===== src/rtl/matrix_pkg.sv =====
// Shared types, glyph font and 2-out-of-5 decoder for the LED matrix row-scan controller.
package matrix_pkg;

    localparam int unsigned ROWS       = 7;
    localparam int unsigned COLS       = 5;
    localparam int unsigned NUM_GLYPHS = 12;

    typedef enum logic [0:0] {
        ST_BLANK = 1'b0,
        ST_ROW   = 1'b1
    } state_e;

    typedef enum logic [3:0] {
        G_D0, G_D1, G_D2, G_D3, G_D4, G_D5, G_D6, G_D7, G_D8, G_D9,
        G_ERR, G_NONE
    } glyph_e;

    // Row 1 (top) first, bit 4 = leftmost column.
    localparam logic [COLS-1:0] GLYPH_TAB [NUM_GLYPHS][ROWS] = '{
        '{5'b01110, 5'b10001, 5'b10011, 5'b10101, 5'b11001, 5'b10001, 5'b01110},
        '{5'b00100, 5'b01100, 5'b00100, 5'b00100, 5'b00100, 5'b00100, 5'b01110},
        '{5'b01110, 5'b10001, 5'b00001, 5'b00010, 5'b00100, 5'b01000, 5'b11111},
        '{5'b11111, 5'b00010, 5'b00100, 5'b00010, 5'b00001, 5'b10001, 5'b01110},
        '{5'b00010, 5'b00110, 5'b01010, 5'b10010, 5'b11111, 5'b00010, 5'b00010},
        '{5'b11111, 5'b10000, 5'b11110, 5'b00001, 5'b00001, 5'b10001, 5'b01110},
        '{5'b00110, 5'b01000, 5'b10000, 5'b11110, 5'b10001, 5'b10001, 5'b01110},
        '{5'b11111, 5'b00001, 5'b00010, 5'b00100, 5'b01000, 5'b01000, 5'b01000},
        '{5'b01110, 5'b10001, 5'b10001, 5'b01110, 5'b10001, 5'b10001, 5'b01110},
        '{5'b01110, 5'b10001, 5'b10001, 5'b01111, 5'b00001, 5'b00010, 5'b01100},
        '{5'b11111, 5'b10000, 5'b10000, 5'b11110, 5'b10000, 5'b10000, 5'b11111},
        '{5'b00000, 5'b00000, 5'b00000, 5'b00000, 5'b00000, 5'b00000, 5'b00000}
    };

    // Weights 7-4-2-1-0; 7+4 encodes digit 0. Anything else is not a legal word.
    function automatic glyph_e two_of_five_decode(input logic [4:0] code);
        glyph_e g;
        case (code)
            5'b00011: g = G_D1;
            5'b00101: g = G_D2;
            5'b00110: g = G_D3;
            5'b01001: g = G_D4;
            5'b01010: g = G_D5;
            5'b01100: g = G_D6;
            5'b10001: g = G_D7;
            5'b10010: g = G_D8;
            5'b10100: g = G_D9;
            5'b11000: g = G_D0;
            default:  g = G_ERR;
        endcase
        return g;
    endfunction

endpackage


===== src/rtl/glyph_rom.sv =====
// Combinational font lookup: glyph index and row 1..7 to a 5-bit column pattern.
module glyph_rom
    import matrix_pkg::*;
(
    input  logic [3:0]      i_glyph,
    input  logic [2:0]      i_row,
    output logic [COLS-1:0] o_col_c
);

    logic [2:0] w_row_idx;

    assign w_row_idx = i_row - 3'd1;

    always_comb begin
        o_col_c = '0;
        if ((i_glyph < 4'(NUM_GLYPHS)) && (i_row != 3'd0)) begin
            o_col_c = GLYPH_TAB[i_glyph][w_row_idx];
        end
    end

endmodule


===== src/rtl/matrix_scan_ctrl.sv =====
// Row-scan controller: blank/dwell per row, one-entry code buffer swapped in only at frame start.
module matrix_scan_ctrl
    import matrix_pkg::*;
#(
    parameter int unsigned DWELL_CYCLES = 1000,
    parameter int unsigned BLANK_CYCLES = 4
) (
    input  logic            clk,
    input  logic            rst,
    input  logic [4:0]      code_in,
    input  logic            code_valid,
    output logic            code_ready,
    output logic [2:0]      row_sel,
    output logic [COLS-1:0] col,
    output logic            frame_start,
    output logic            code_err
);

    localparam int unsigned CNT_MAX    = (DWELL_CYCLES > BLANK_CYCLES) ? DWELL_CYCLES : BLANK_CYCLES;
    localparam int unsigned CNT_W      = (CNT_MAX > 1) ? $clog2(CNT_MAX) : 1;
    localparam logic        SKIP_BLANK = (BLANK_CYCLES == 0);

    state_e            r_state;
    logic [2:0]        r_row;
    logic [CNT_W-1:0]  r_cnt;
    glyph_e            r_active;
    glyph_e            r_pend_glyph;
    logic              r_pend_full;
    logic              r_ready;
    logic [2:0]        r_row_sel;
    logic [COLS-1:0]   r_col;
    logic              r_frame_start;
    logic              r_code_err;

    state_e            w_state_next;
    logic [2:0]        w_row_next;
    logic [CNT_W-1:0]  w_cnt_next;
    glyph_e            w_active_next;
    glyph_e            w_pend_glyph_next;
    logic              w_pend_full_next;
    logic              w_in_row;
    logic              w_boundary;
    logic              w_hs;
    logic [COLS-1:0]   w_rom_col;

    // With no blanking the reset BLANK state is treated as row 1's dwell.
    assign w_in_row   = (r_state == ST_ROW) || SKIP_BLANK;
    assign w_boundary = (r_row == 3'd1) && (r_cnt == '0) && ((r_state == ST_BLANK) || SKIP_BLANK);
    assign w_hs       = code_valid && r_ready;

    glyph_rom u_glyph_rom (
        .i_glyph (w_active_next),
        .i_row   (r_row),
        .o_col_c (w_rom_col)
    );

    always_ff @(posedge clk or posedge rst) begin
        if (rst) begin
            r_state       <= ST_BLANK;
            r_row         <= 3'd1;
            r_cnt         <= '0;
            r_active      <= G_NONE;
            r_pend_glyph  <= G_NONE;
            r_pend_full   <= 1'b0;
            r_ready       <= 1'b1;
            r_row_sel     <= 3'd0;
            r_col         <= '0;
            r_frame_start <= 1'b0;
            r_code_err    <= 1'b0;
        end else begin
            r_state       <= w_state_next;
            r_row         <= w_row_next;
            r_cnt         <= w_cnt_next;
            r_active      <= w_active_next;
            r_pend_glyph  <= w_pend_glyph_next;
            r_pend_full   <= w_pend_full_next;
            r_ready       <= !w_pend_full_next;
            r_row_sel     <= w_in_row ? r_row : 3'd0;
            r_col         <= w_in_row ? w_rom_col : '0;
            r_frame_start <= w_boundary;
            r_code_err    <= (w_active_next == G_ERR);
        end
    end

    // Scan sequencing: BLANK_CYCLES of blank, then DWELL_CYCLES lit, rows 1..7.
    always_comb begin
        w_state_next = r_state;
        w_row_next   = r_row;
        w_cnt_next   = r_cnt;
        if (w_in_row) begin
            if (r_cnt == CNT_W'(DWELL_CYCLES - 1)) begin
                w_cnt_next   = '0;
                w_row_next   = (r_row == 3'd7) ? 3'd1 : r_row + 3'd1;
                w_state_next = SKIP_BLANK ? ST_ROW : ST_BLANK;
            end else begin
                w_cnt_next   = r_cnt + CNT_W'(1);
                w_state_next = ST_ROW;
            end
        end else begin
            if (r_cnt == CNT_W'(BLANK_CYCLES - 1)) begin
                w_cnt_next   = '0;
                w_state_next = ST_ROW;
            end else begin
                w_cnt_next   = r_cnt + CNT_W'(1);
            end
        end
    end

    // Code buffering: the displayed glyph changes only on the frame-boundary cycle.
    always_comb begin
        w_active_next     = r_active;
        w_pend_glyph_next = r_pend_glyph;
        w_pend_full_next  = r_pend_full;
        if (w_boundary) begin
            if (r_pend_full) begin
                w_active_next    = r_pend_glyph;
                w_pend_full_next = 1'b0;
            end else if (w_hs) begin
                w_active_next = two_of_five_decode(code_in);
            end
        end else if (w_hs) begin
            w_pend_full_next  = 1'b1;
            w_pend_glyph_next = two_of_five_decode(code_in);
        end
    end

    assign code_ready  = r_ready;
    assign row_sel     = r_row_sel;
    assign col         = r_col;
    assign frame_start = r_frame_start;
    assign code_err    = r_code_err;

endmodule


===== config.mk =====
export PLATFORM = sky130hd
export DESIGN_NAME = matrix_scan_ctrl
export DESIGN_NICKNAME = d
export VERILOG_FILES = /design/src/rtl/matrix_pkg.sv /design/src/rtl/glyph_rom.sv /design/src/rtl/matrix_scan_ctrl.sv
export SDC_FILE = /design/constraint.sdc
export NUM_CORES = 1
export LEC_CHECK = 0
export ABC_CLOCK_PERIOD_IN_PS = 4130
export CAP_MARGIN = 20
export CORE_MARGIN = 2
export CORE_UTILIZATION = 59
export DETAILED_ROUTE_END_ITERATION = 12
export PLACE_DENSITY = 0.78
export SLEW_MARGIN = 10
export SYNTH_ARGS = -nofsm -noshare
export SYNTH_HDL_FRONTEND = slang
export SYNTH_SLANG_ARGS = --single-unit

===== constraint.sdc =====
create_clock -name clk -period 4.13 [get_ports clk]
set_clock_uncertainty 0.1 [all_clocks]
set_input_delay 0.826 -clock clk [delete_from_list [all_inputs] [get_ports clk]]
set_output_delay 0.826 -clock clk [all_outputs]
set_load 0.03 [all_outputs]

* After elaboration in Yosys (flattened, before gate mapping)
Memories as Yosys holds them, arrays and structs flattened. A register that Yosys moved wholly into a read port is not among the register bits. Index checks and enable logic that the tools add are counted.
Cells by class: multiplexer cells 20, bitwise logic cells 4, $lt $le $gt $ge 3, reductions and logical operators 9, eq/ne operators 5, add/subtract/negate cells 3
Operators with widths (count):
- 35-bit two-way mux | 2
- 10-bit two-way mux | 3
- 5-bit two-way mux | 4
- 5-bit binary-select mux with 3-bit select | 1
- 4-bit two-way mux | 3
- 10-bit by 1-bit adder with 10-bit output (second input constant) | 1
- 10-bit equality test (second input constant) | 1
- 10-bit by 2-bit equality test with 1-bit output (second input constant) | 1
- 10-bit logical NOT | 1
- 3-bit two-way mux | 2
- 5-bit >= comparator (second input constant) | 1
- 1-bit two-way mux | 5
- 4-bit NOT with 5-bit output | 1
- 4-bit equality test (second input constant) | 1
- 4-bit >= comparator (second input constant) | 1
- 1-bit logical AND | 4
- 4-bit less-than comparator (second input constant) | 1
- 3-bit NOT with 4-bit output | 1
- 2-bit AND reduction | 2
- 3-bit by 1-bit adder with 3-bit output (second input constant) | 1
- 3-bit by 1-bit equality test with 1-bit output (second input constant) | 1
- 3-bit equality test (second input constant) | 1
- 3-bit nonzero test | 1
- 3-bit by 1-bit subtractor with 3-bit output (second input constant) | 1
- other kinds (2) | 3
Word-level totals: bits in registers 30, memories 3, word-level logic and storage cells 57, memory bits (read-only) 816, input port bits 8, output and inout bits 11
Memories:
- (name not given) | words 16, width 35, rd ports 1, clocked after Yosys merged registers in 0, write ports 0, RTL line glyph_rom.sv:17 | o_col_c = GLYPH_TAB[i_glyph][w_row_idx];
- (name not given) | words 32, width 4, rd ports 1, clocked after Yosys merged registers in 0, write ports 0, RTL line matrix_pkg.sv:37 | case (code)
- (name not given) | words 32, width 4, rd ports 1, clocked after Yosys merged registers in 1, write ports 0, RTL line matrix_pkg.sv:37

* Logic depth before layout (Yosys ltp)
depth after elaboration 13, gate-level depth with buffers 16, mapped depth without buffers 15

* Modules after synthesis
Synthesis repeated with hierarchy kept, for this count alone.
Second synthesis, totals: cell total of the unflattened synthesis 285, area, all modules 2675.1 um^2
Modules (own cells, without submodules):
- matrix_scan_ctrl | seq. area each 860.8 um^2, cells an instance 165, area each 1829.3 um^2, times used 1
- glyph_rom | seq. area each 0.0 um^2, cells an instance 120, area each 845.8 um^2, times used 1

* Worst setup path before layout
OpenSTA, ideal clock, no wires.
path type input port to flip-flop, from in code_in[3], to reg r_col[3] (netlist: col[3]), slack 0.657 ns, buffers on the path 1, data required time 3.884 ns, cell stages on the path 11, arrival 3.226 ns, library setup time 0.146 ns, cells stage by stage clkbuf_1 xor2_1 a22o_1 a2111o_1 nand3_1 inv_1 ha_1 inv_1 mux4_2 a31oi_1 a311oi_1
Between the ends: word-level cells in the longest chain between the ends 13, elaborated cells between the ends (all ways) 15, those cells by class order compare (1); mux (10); bitwise (1); reduce/logical (1); memory (2)
Ends and longest elaborated chain:
- start, declared | RTL line matrix_scan_ctrl.sv:10 | input logic [4:0] code_in,
- memory read 32 x 4 bit *
- 4-bit two-way mux * | RTL line matrix_scan_ctrl.sv:118 | end else if (w_hs) begin
- 4-bit two-way mux * | RTL line matrix_scan_ctrl.sv:115 | if (r_pend_full) begin
- 4-bit two-way mux * | RTL line matrix_scan_ctrl.sv:114 | if (w_boundary) begin
- net u_glyph_rom.i_glyph[1] | RTL line glyph_rom.sv:5 | input logic [3:0] i_glyph,
- 4-bit NOT with 5-bit output (not written as such) | RTL line glyph_rom.sv:17
- memory read 16 x 35 bit
- 35-bit two-way mux (not written as such) (2 in a row) | RTL line glyph_rom.sv:17
- 5-bit binary-select mux with 3-bit select | RTL line glyph_rom.sv:17
- 5-bit two-way mux (not written as such) (2 in a row) | RTL line glyph_rom.sv:17
- 5-bit two-way mux * | RTL line glyph_rom.sv:16 | if ((i_glyph < 4'(NUM_GLYPHS)) && (i_row != 3'd0)) begin
- 5-bit two-way mux * | RTL line matrix_scan_ctrl.sv:79 | r_col <= w_in_row ? w_rom_col : '0;
- end signal, assigned | RTL line matrix_scan_ctrl.sv:79
- end, declared | RTL line matrix_scan_ctrl.sv:31 | logic [COLS-1:0] r_col;
Mark *: on every way through the listed nets, which the timed path passes. The rest lies on a longest branch. The select of a mux whose other input is x is not followed. A chain may end at the register's enable or synchronous reset.

* Final worst setup path
from in code_in[0], to reg r_col[0] (netlist: col[0])
Between the ends: word-level cells in the longest chain between the ends 13, elaborated cells between the ends (all ways) 15, those cells by class order compare (1); mux (10); bitwise (1); reduce/logical (1); memory (2)
Ends and longest elaborated chain (RTL line):
- memory read 32 x 4 bit *
- 4-bit two-way mux * | matrix_scan_ctrl.sv:118
- 4-bit two-way mux * | matrix_scan_ctrl.sv:115
- 4-bit two-way mux * | matrix_scan_ctrl.sv:114
- 4-bit NOT with 5-bit output (not written as such) | glyph_rom.sv:17
- memory read 16 x 35 bit
- 35-bit two-way mux (not written as such) (2 in a row) | glyph_rom.sv:17
- 5-bit binary-select mux with 3-bit select | glyph_rom.sv:17
- 5-bit two-way mux (not written as such) (2 in a row) | glyph_rom.sv:17
- 5-bit two-way mux * | glyph_rom.sv:16
- 5-bit two-way mux * | matrix_scan_ctrl.sv:79
Every way passes the cells marked *; elsewhere a longest branch is shown, timed or not. The select of a mux whose other input is x is not followed.

==> flow_metrics.env <==
export IMPL_synth_xor_area_share_pct=4.33
export IMPL_p_leak_nw=1.33
export IMPL_final_hold_violation_count=0
export IMPL_grt_ovfl_total=0
export IMPL_io_buffers=18
export IMPL_min_to="r_pend_glyph[3]$_DFFE_PP1P_"
export IMPL_chipHeight_um=70.8
export IMPL_cp_cell_sequence="clkdlybuf4s50_1 > inv_1 > ha_1 > and2_1 > o21ai_0 > o21ai_0 > a211o_1 > inv_1 > ha_1 > nand2_1 > o21ai_0 > a31oi_1 > a32o_1 > a221oi_1"
export IMPL_critPathTopFamily="compound AO/OA/AOI/OAI gates"
export IMPL_cts_setup_buffers=0
export IMPL_track_usage_pct=27.5
export IMPL_hpwl_um=4710
export IMPL_fillers=371
export IMPL_fin_area_um2=3020
export IMPL_synth_ff_type="dfrtp_1"
export IMPL_critPathMostFrequentCell="o21ai_0"
export IMPL_synth_top_family_by_area="simple AND/OR/NAND/NOR gates"
export IMPL_vdd_drop_max_uv=131
export IMPL_endpoint_kind="flip-flop"
export IMPL_rsz0062_at_grt="false"
export IMPL_cpMaxStageDelayCell="clkdlybuf4s50_1"
export IMPL_row_count=24
export IMPL_fin_nets=350
export IMPL_hold_class="flip-flop to flip-flop"
export IMPL_reg2reg_to="col[0]$_DFF_PP0_"
export IMPL_wl_per_cell_um=16.9
export IMPL_synth_edff_count=0
export IMPL_tightest_slew_ns=0.627
export IMPL_cts_buffers=5
export IMPL_worst_hold_path_num_cells=2
export IMPL_cts_root_buf="clkbuf_8"
export IMPL_n_antenna_cell=0
export IMPL_core_um2=4320
export IMPL_seqPwrFrac_pct=49.7
export IMPL_clkTransAtPathRegs_ns=0.07
export IMPL_synth_mux_area_share_pct=5.62
export IMPL_ys_seq_elements=34
export IMPL_htree_levels=2
export IMPL_antenna_found_initial=0
export IMPL_yosysUniqueCellTypes=63
export IMPL_p_sw_share_pct=22.3
export IMPL_max_freq_mhz=261
export IMPL_p_switching_mw=0.162
export IMPL_yosys_area_share_simple_pct=21.3
export IMPL_drtIter0Drc=207
export IMPL_layout_worst_path_cycle_share_pct=92.7
export IMPL_clk_latency_ns=0.28
export IMPL_finalCriticalPeriod_ns=3.83
export IMPL_path_class="input pin to flip-flop"
export IMPL_setup_tns_ns=0
export IMPL_drv_slew=0
export IMPL_first_pass_iters=4
export IMPL_timing_rr_start="r_row[1]$_DFFE_PP0P_"
export IMPL_synth_adder_area_share_pct=9.52
export IMPL_vias=2350
export IMPL_status="complete, no violations"
export IMPL_reg2reg_depth=13
export IMPL_synth_seq_area_share_pct=32.7
export IMPL_synth_top_area_share_pct=24.8
export IMPL_drcViolationCount=0
export IMPL_grt_pass1_wl_um=11000
export IMPL_yosysWarnings=0
export IMPL_start_util_pct=60.8
export IMPL_hold_buffers=0
export IMPL_p_per_area_nw_per_um2=241
export IMPL_p_clk_share_pct=41.2
export IMPL_synth_compound_area_share_pct=20.5
export IMPL_wl_um=6330
export IMPL_synth_area_top_cells="dfrtp_1 (25%), ha_1 (9.5%), dfstp_2 (8.0%), nor2_1 (3.9%), o21ai_0 (3.6%)"
export IMPL_setup_violations=0
export IMPL_path_max_fanout=6
export IMPL_maxCapViolCount=0
export IMPL_first_global_vias=2228
export IMPL_async_flop_share_pct=100
export IMPL_layout_drive_gt1_share_pct=13.9
export IMPL_cts_sinks=34
export IMPL_io_pin_count=19
export IMPL_synth_cells=297
export IMPL_syn2layout_area_growth_pct=15.0
export IMPL_synth_area_leader_cell="dfrtp_1"
export IMPL_dieArea_um2=5010
export IMPL_critPathLaunchType="input pin"
export IMPL_worstPathRequired_ns=4.21
export IMPL_cts_buffer_depth=2
export IMPL_min_from="r_pend_glyph[3]$_DFFE_PP1P_"
export IMPL_synth_fp_nets=325
export IMPL_dieWidth_um=70.8
export IMPL_placed_area_um2=2920
export IMPL_cts_resized=0
export IMPL_grt_max_degree=35
export IMPL_ant_nets=0
export IMPL_pwr_share_comb_pct=9.1
export IMPL_avgSynthCellArea_um2=8.85
export IMPL_synth_area_um2=2630
export IMPL_crit_arrival_ns=3.91
export IMPL_gp_congestion=0.984
export IMPL_internal_power_mw=0.565
export IMPL_r2r_slack_ns=0.75
export IMPL_path_buf_inv=3
export IMPL_max_stage_delay_ns=0.53
export IMPL_cp_num_cells=14
export IMPL_tritoncts="yes"
export IMPL_routed_via_density=6.27
export IMPL_post_route_util_pct=69.9
export IMPL_maxSlewHeadroom_pct=58.0
-- cells in the final DEF (no fill, tap or decap), types with 5 or more instances in the layout --
master	synthesis	routed
o21ai_0	19	19
buf_4	0	16
and3_1	9	9
dfstp_2	8	8
nand3_1	10	10
clkdlybuf4s50_1	0	18
clkbuf_8	0	5
mux2i_1	8	8
nand2_1	22	22
ha_1	20	20
and2_1	7	7
nor3_1	6	6
xnor2_1	7	7
a31oi_1	10	10
inv_1	16	16
dfrtp_1	26	26
a21oi_1	11	11
nor2_1	27	27
xor2_1	6	6
-- per-stage QoR --
step           worst slack (ns)  power (mW)  std cells  hold slack [ns]
4_1_cts                   0.345       0.733        375            0.384
6_report                  0.304       0.728        375            0.380
3_5_place_dp             0.0508       0.434        367            0.373
2_1_floorplan             0.657       0.411        297            0.361
5_1_grt                  0.0772       0.760        375            0.422
3_3_place_gp              0.107       0.431        367            0.375
-- registers in the layout, indices dropped and copies added, names as in the netlist --
signal	count
code_err	1
r_state	1
r_active	4
r_cnt	10
r_pend_full	1
code_ready	1
r_row	3
row_sel	3
r_pend_glyph	4
frame_start	1
col	5
-- Yosys cell counts (all sizes together), types with 8 or more instances --
library cell,n
dfrtp,26
buf,10
o21ai,21
ha,20
mux2i,8
nor2,28
nand2,22
nand3,10
inv,18
a31oi,10
a21oi,11
and3,9
dfstp,8
-- how the worst max path moves through the flow --
stage | slack, ns | startpoint | end
floorplan | 0.66 | code_in[3] | col[3]$_DFF_PP0_
global placement | 0.11 | code_in[0] | col[0]$_DFF_PP0_
detailed placement | 0.05 | code_in[0] | col[0]$_DFF_PP0_
CTS | 0.34 | code_in[0] | col[0]$_DFF_PP0_
global route | 0.08 | code_in[1] | col[1]$_DFF_PP0_
finish | 0.30 | code_in[0] | col[0]$_DFF_PP0_
-- power groups by stage --
stage                     clock, mW  combinational (mW)  sequential, mW
after floorplan                   0              0.0460           0.365
after global placement            0              0.0641           0.367
after detailed placement          0              0.0664           0.367
after CTS                     0.305              0.0666           0.362
after global routing          0.322              0.0741           0.364
final                         0.300              0.0663           0.361
-- area by class of cell --
class / count / area, µm² / area share [%]
Timing Repair Buffer: 34 / 300 / 9.93
Inverter: 20 / 80.1 / 2.65
Tap cell: 52 / 65.1 / 2.15
Clock inverter: 1 / 30.0 / 0.993
Sequential cell: 34 / 861 / 28.5
Clock buffer: 7 / 76.3 / 2.52
Multi-Input combinational cell: 227 / 1610 / 53.3
-- per-layer routing --
layer	track usage, %	share of wire [%]	vias to the layer above
li1	-	-	1113
met2	43.8	48	109
met4	9.01	2.1	0
met3	2.99	6.4	14
met5	0	0	-
met1	39.4	44	1114
-- tightest hold or removal path, delay by kind of cell, from the launching register on --
kind / cells / cell delay (ns)
AO/OA/AOI/OAI: 1 / 0.06
flip-flops: 1 / 0.37
AND/OR/NAND/NOR: 1 / 0.04
-- cells by family (layout without fill, tap and decap cells) --
family,count (synthesis),count (layout)
multiplexers,13,13
AND/OR/NAND/NOR,103,103
XOR/XNOR,13,13
flip-flops,34,34
buffers and inverters,36,62
adder cells (fa/ha/maj),20,20
AO/OA/AOI/OAI,78,78
(Power assumes the default switching activity.)
